[config.mk]
export PLATFORM = sky130hd
export DESIGN_NAME = decode_stage
export DESIGN_NICKNAME = d
export VERILOG_FILES = /design/src/rtl/decode_stage.sv
export SDC_FILE = /design/constraint.sdc
export NUM_CORES = 1
export LEC_CHECK = 0
export CAP_MARGIN = 10
export CORE_MARGIN = 1.5
export CORE_UTILIZATION = 40
export CTS_BUF_LIST = sky130_fd_sc_hd__clkbuf_4 sky130_fd_sc_hd__clkbuf_8
export DETAILED_ROUTE_END_ITERATION = 12
export DONT_BUFFER_PORTS = 1
export PLACE_DENSITY_LB_ADDON = 0.08
export REMOVE_ABC_BUFFERS = 1
export SETUP_SLACK_MARGIN = 0.02
export SLEW_MARGIN = 30
export SYNTH_ARGS = -nofsm -noshare
export SYNTH_HDL_FRONTEND = slang
export SYNTH_SLANG_ARGS = --single-unit
export TNS_END_PERCENT = 20
[constraint.sdc]
create_clock -name clk -period 3.3 [get_ports clk]
set_clock_uncertainty 0.2 [all_clocks]
set_input_delay 0.66 -clock clk [delete_from_list [all_inputs] [get_ports clk]]
set_output_delay 0.66 -clock clk [all_outputs]
set_load 0.01 [all_outputs]
[src/rtl/decode_stage.sv]
// Instruction decode stage with a two-entry (output + skid) elastic buffer.
// Decodes if_instr combinationally and registers the fields into OUT, or into
// SKID when OUT is stalled, so id_ready never depends on ex_ready in the same cycle.
// Ports:
//   clk, rst (async, active-low)
//   if_valid/if_instr/if_pc/id_ready : fetch-side handshake and payload
//   flush                            : drop everything held and incoming
//   ex_valid/ex_ready                : execute-side handshake
//   firstLevelDecode .. illegal, pc  : registered decoded fields of OUT
module decode_stage #(
  parameter int unsigned PC_W = 16
) (
  input  logic            clk,
  input  logic            rst,
  input  logic            if_valid,
  input  logic [31:0]     if_instr,
  input  logic [PC_W-1:0] if_pc,
  output logic            id_ready,
  input  logic            flush,
  input  logic            ex_ready,
  output logic            ex_valid,
  output logic [1:0]      firstLevelDecode,
  output logic            specialEncoding,
  output logic [3:0]      secondLevelDecode,
  output logic [2:0]      aluFunctions,
  output logic [3:0]      branchInstruction,
  output logic [3:0]      rd,
  output logic [3:0]      rs1,
  output logic [15:0]     imm,
  output logic [PC_W-1:0] pc,
  output logic            illegal
);

  localparam int unsigned IMM_W = 16;
  localparam int unsigned RAW_W = 14;

  typedef struct packed {
    logic [1:0]      fld;
    logic            spec;
    logic [3:0]      sec;
    logic [2:0]      alu;
    logic [3:0]      br;
    logic [3:0]      rd;
    logic [3:0]      rs1;
    logic [IMM_W-1:0] imm;
    logic            illegal;
    logic [PC_W-1:0] pc;
  } dec_t;

  dec_t dec_c;
  dec_t out_q, out_d;
  dec_t skid_q, skid_d;
  logic out_valid_q, out_valid_d;
  logic skid_valid_q, skid_valid_d;
  logic id_ready_q, id_ready_d;
  logic in_xfer_c;
  logic is_branch_c;

  // Combinational field extraction from the incoming word.
  always_comb begin
    is_branch_c   = (if_instr[31:30] == 2'b11);
    dec_c         = '0;
    dec_c.fld     = if_instr[31:30];
    dec_c.spec    = if_instr[29];
    dec_c.sec     = if_instr[28:25];
    dec_c.alu     = if_instr[24:22];
    dec_c.br      = is_branch_c ? if_instr[21:18] : 4'b0000;
    dec_c.rd      = is_branch_c ? 4'b0000 : if_instr[21:18];
    dec_c.rs1     = if_instr[17:14];
    // Sign bit is instr[13] only when the special-encoding bit requests it.
    dec_c.imm     = {{(IMM_W-RAW_W){if_instr[13] & if_instr[29]}}, if_instr[13:0]};
    dec_c.illegal = is_branch_c & if_instr[29];
    dec_c.pc      = if_pc;
  end

  // Next-state for OUT/SKID; flush overrides every other update.
  always_comb begin
    out_d        = out_q;
    skid_d       = skid_q;
    out_valid_d  = out_valid_q;
    skid_valid_d = skid_valid_q;
    in_xfer_c    = if_valid & id_ready_q;

    if (flush) begin
      out_valid_d  = 1'b0;
      skid_valid_d = 1'b0;
    end else if (!out_valid_q || ex_ready) begin
      if (skid_valid_q) begin
        out_d        = skid_q;
        out_valid_d  = 1'b1;
        skid_valid_d = 1'b0;
      end else if (in_xfer_c) begin
        out_d       = dec_c;
        out_valid_d = 1'b1;
      end else begin
        out_valid_d = 1'b0;
      end
    end else if (in_xfer_c) begin
      // OUT stalled: park the new instruction in SKID.
      skid_d       = dec_c;
      skid_valid_d = 1'b1;
    end

    id_ready_d = ~skid_valid_d;
  end

  // State registers.
  always_ff @(posedge clk or negedge rst) begin
    if (!rst) begin
      out_q        <= '0;
      skid_q       <= '0;
      out_valid_q  <= 1'b0;
      skid_valid_q <= 1'b0;
      id_ready_q   <= 1'b1;
    end else begin
      out_q        <= out_d;
      skid_q       <= skid_d;
      out_valid_q  <= out_valid_d;
      skid_valid_q <= skid_valid_d;
      id_ready_q   <= id_ready_d;
    end
  end

  assign id_ready          = id_ready_q;
  assign ex_valid          = out_valid_q;
  assign firstLevelDecode  = out_q.fld;
  assign specialEncoding   = out_q.spec;
  assign secondLevelDecode = out_q.sec;
  assign aluFunctions      = out_q.alu;
  assign branchInstruction = out_q.br;
  assign rd                = out_q.rd;
  assign rs1               = out_q.rs1;
  assign imm               = out_q.imm;
  assign illegal           = out_q.illegal;
  assign pc                = out_q.pc;

endmodule

==> metrics.yaml <==
synthArstFlopShare_pct: 100
timing.fmax_ghz: 0.486
grt_max_degree: 112
netlist_top_cells_count: "mux2_2 (147), dfrtp_1 (110), buf_4 (11)"
power.internal_mw: 2.24
grt_setup_unrepaired: "no"
worstPathRequired_ns: 3.36
seqPwrFrac_pct: 62.7
ys_seq_elements: 111
crit_type: "reg2reg"
finalSetupViolCount: 0
clkTransAtPathRegs_ns: 0.10
root_buffer: "clkbuf_8"
grt_pass1_wl_um: 14200
ys.flop_type: "dfrtp_1"
drt_iter0_drc: 74
violations: "hold timing"
synth_cell_types: 21
place_congestion: 0.648
die_y_um: 113
grt_pass1_vias: 2625
clockBufferDepth: 2
worst-slew-pin-transition_ns: 0.814
p_sw_mw: 0.760
ir_drop_uv: 287
dpl_cell_area_mm2: 0.00496
synth_top_area_share_pct: 56.7
max_stage_delay_ns: 0.61
fin_crit_sh_pct: 62.3
slew_headroom_pct: 45.7
clock_latency_ns: 0.36
synthTopCellsByArea: "dfrtp_1 (57%), mux2_2 (34%), buf_4 (1.7%), mux2i_1 (1.2%), a22o_1 (0.72%)"
portBuffers: 0
yosysSeqAreaShare_pct: 57.2
power_density_mw_per_mm2: 585
post-route-min-period_ns: 2.06
antenna_cells: 0
ios: 110
p_sw_share_pct: 25.3
tritoncts: "done"
start_util_pct: 40.8
instances_no_fill: 469
drc_errors: 0
dpl.hpwl_um: 5340
hold_violations: 111
post_cts_buffers: 0
cp-end-kind: "register"
cts.sink_count: 111
num_rows: 40
seq_area_mm2: 0.00278
crit_arrival_ns: 2.12
power_leakage_nw: 2.18
p_total_mw: 3.00
antenna_found_initial: 0
synth_most_common_cell: "mux2_2"
hold-worst-slack_ns: -0.222
stdcell_area_mm2: 0.00514
syn2layout_area_growth_pct: 5.77
p_clk_share_pct: 24.7
grt_usage_pct: 14.5
multiInputGateArea_mm2: 0.00193
fillers: 1124
status: "finished with violations"
cts_made_buffers: 9
synthCells: 325
die_area_mm2: 0.0128
wl_per_cell_um: 18.9
drive_above_1_share_pct: 52.5
core-area_mm2: 0.0119
postSynthAreaPerCell_um2: 14.9
maxSlewViolCount: 0
ant_nets: 0
cpMaxStageDelayCell: "buf_4"
max_cap_violations: 0
crit_buf_inv: 1
dieWidth_um: 113
startpoint_type: "register"
wl_um: 8860
synth.largest_area_cell: "dfrtp_1"
vias: 2510
dr.pass1.iters: 4
synth_edf_count: 0
dp_cells: 455
mappedNetlistArea_mm2: 0.00486
yosys_warnings: 0
path_max_fanout: 60
crit_chain: "buf_4, nor2b_1, a32o_1, mux2_2"
viasPerCell: 5.35
min_path_type: "in2async"
cts_resized: 0
num-nets-final: 372
critPathTopFamily: "buffers and inverters"
combPwrFrac_pct: 12.6
h-tree-depth: 3
grt_overflow: 0
==> area by class of cell <==
cell class,count,share of cell area [%]
tap,147,3.58
multi-input combinational,186,37.6
clock inverter,1,0.0974
clock buffer,13,3.24
timing repair buffer,4,0.828
sequential,111,54.1
inverter,7,0.512
==> per-layer routing <==
metal	wire length (um)	part of all wire, %	vias up	global-route usage [%]
met1	3660	41	1289	17.7
met2	4270	48	64	22.2
li1	-	-	1145	-
met5	0	0	-	0
met4	164	1.9	0	7.00
met3	764	8.6	12	6.32
==> kinds of logic (layout without fill, tap and decap cells) <==
family / Yosys count / in the layout / synth area share [%]
muxes: 153 / 153 / 35.3
DFF: 111 / 111 / 57.2
buffers and inverters: 28 / 25 / 3.09
and+or+nand+nor: 22 / 22 / 2.60
AOI/OAI and AO/OA: 11 / 11 / 1.75
==> cell usage in the layout, fill, tap and decap left out <==
| cell type | synthesis | layout |
|---|---|---|
| and3_1 | 3 | 3 |
| dfrtp_2 | 0 | 1 |
| mux2i_1 | 6 | 6 |
| o21ai_0 | 2 | 2 |
| nor2b_1 | 4 | 4 |
| clkbuf_8 | 0 | 11 |
| dfrtp_1 | 110 | 109 |
| nand3_1 | 2 | 2 |
| a22o_1 | 4 | 4 |
| nand2_1 | 8 | 8 |
| buf_12 | 0 | 1 |
| nand2b_1 | 1 | 1 |
| nor3b_2 | 0 | 1 |
| and2_1 | 1 | 1 |
| or3_1 | 1 | 1 |
| a32o_1 | 3 | 3 |
| buf_4 | 11 | 3 |
| mux2_2 | 147 | 147 |
| a21oi_1 | 2 | 2 |
| dfstp_2 | 1 | 1 |
| inv_1 | 7 | 7 |
| clkbuf_4 | 0 | 2 |
| clkinv_2 | 0 | 1 |
| nor3_4 | 1 | 1 |
==> registers in the layout, indices dropped and copies added (netlist names) <==
| signal | count |
|---|---|
| aluFunctions | 3 |
| branchInstruction | 4 |
| ex_valid | 1 |
| firstLevelDecode | 2 |
| id_ready | 1 |
| illegal | 1 |
| imm | 15 |
| pc | 16 |
| rd | 4 |
| rs1 | 4 |
| secondLevelDecode | 4 |
| skid_q | 54 |
| skid_valid_q | 1 |
| specialEncoding | 1 |
==> power by group through the flow <==
stage          Clock, mW  Sequential (mW)  Combinational, mW
6_report           0.741             1.88              0.379
5_1_grt            0.832             1.92              0.423
4_1_cts            0.793             1.89              0.387
3_5_place_dp           0             1.92              0.386
3_3_place_gp           0             1.91              0.371
2_1_floorplan          0             1.86              0.344
==> stage by stage <==
step / hold WS [ns] / setup slack [ns] / setup TNS, ns / utilization (%)
after detailed placement: 0.168 / 1.08 / 0 / 41.7
final: -0.222 / 1.24 / 0 / 43.1
after global placement: 0.168 / 1.10 / 0 / 41.7
after CTS: -0.259 / 1.24 / 0 / 43.1
after floorplan: 0.164 / -3.17 / -171.20 / -
after global routing: -0.258 / 1.16 / 0 / 43.1
==> final timing paths <==
path | startpoint | end | slack, ns | depth (start not counted)
setup / recovery | skid_valid_q | branchInstruction[1] | 1.24 | 4
hold / removal | rst | skid_q[15] | -0.22 | 0
setup reg to reg | skid_valid_q | branchInstruction[1] | 1.24 | 4
hold reg to reg | skid_q[51] | skid_q[51] | 0.31 | 1
max in group asynchronous | rst | id_ready | 2.94 | 0
min in group clk | flush | ex_valid | 0.15 | 1
==> worst reg2reg max path: cells and delay by family, from the launching register on <==
kind / cells / cell delay, ns
buffers and inverters: 1 / 0.61
and+or+nand+nor: 1 / 0.22
AOI/OAI and AO/OA: 1 / 0.31
DFF: 1 / 0.37
muxes: 1 / 0.26
Note: power is estimated with default switching activity, not from simulation.
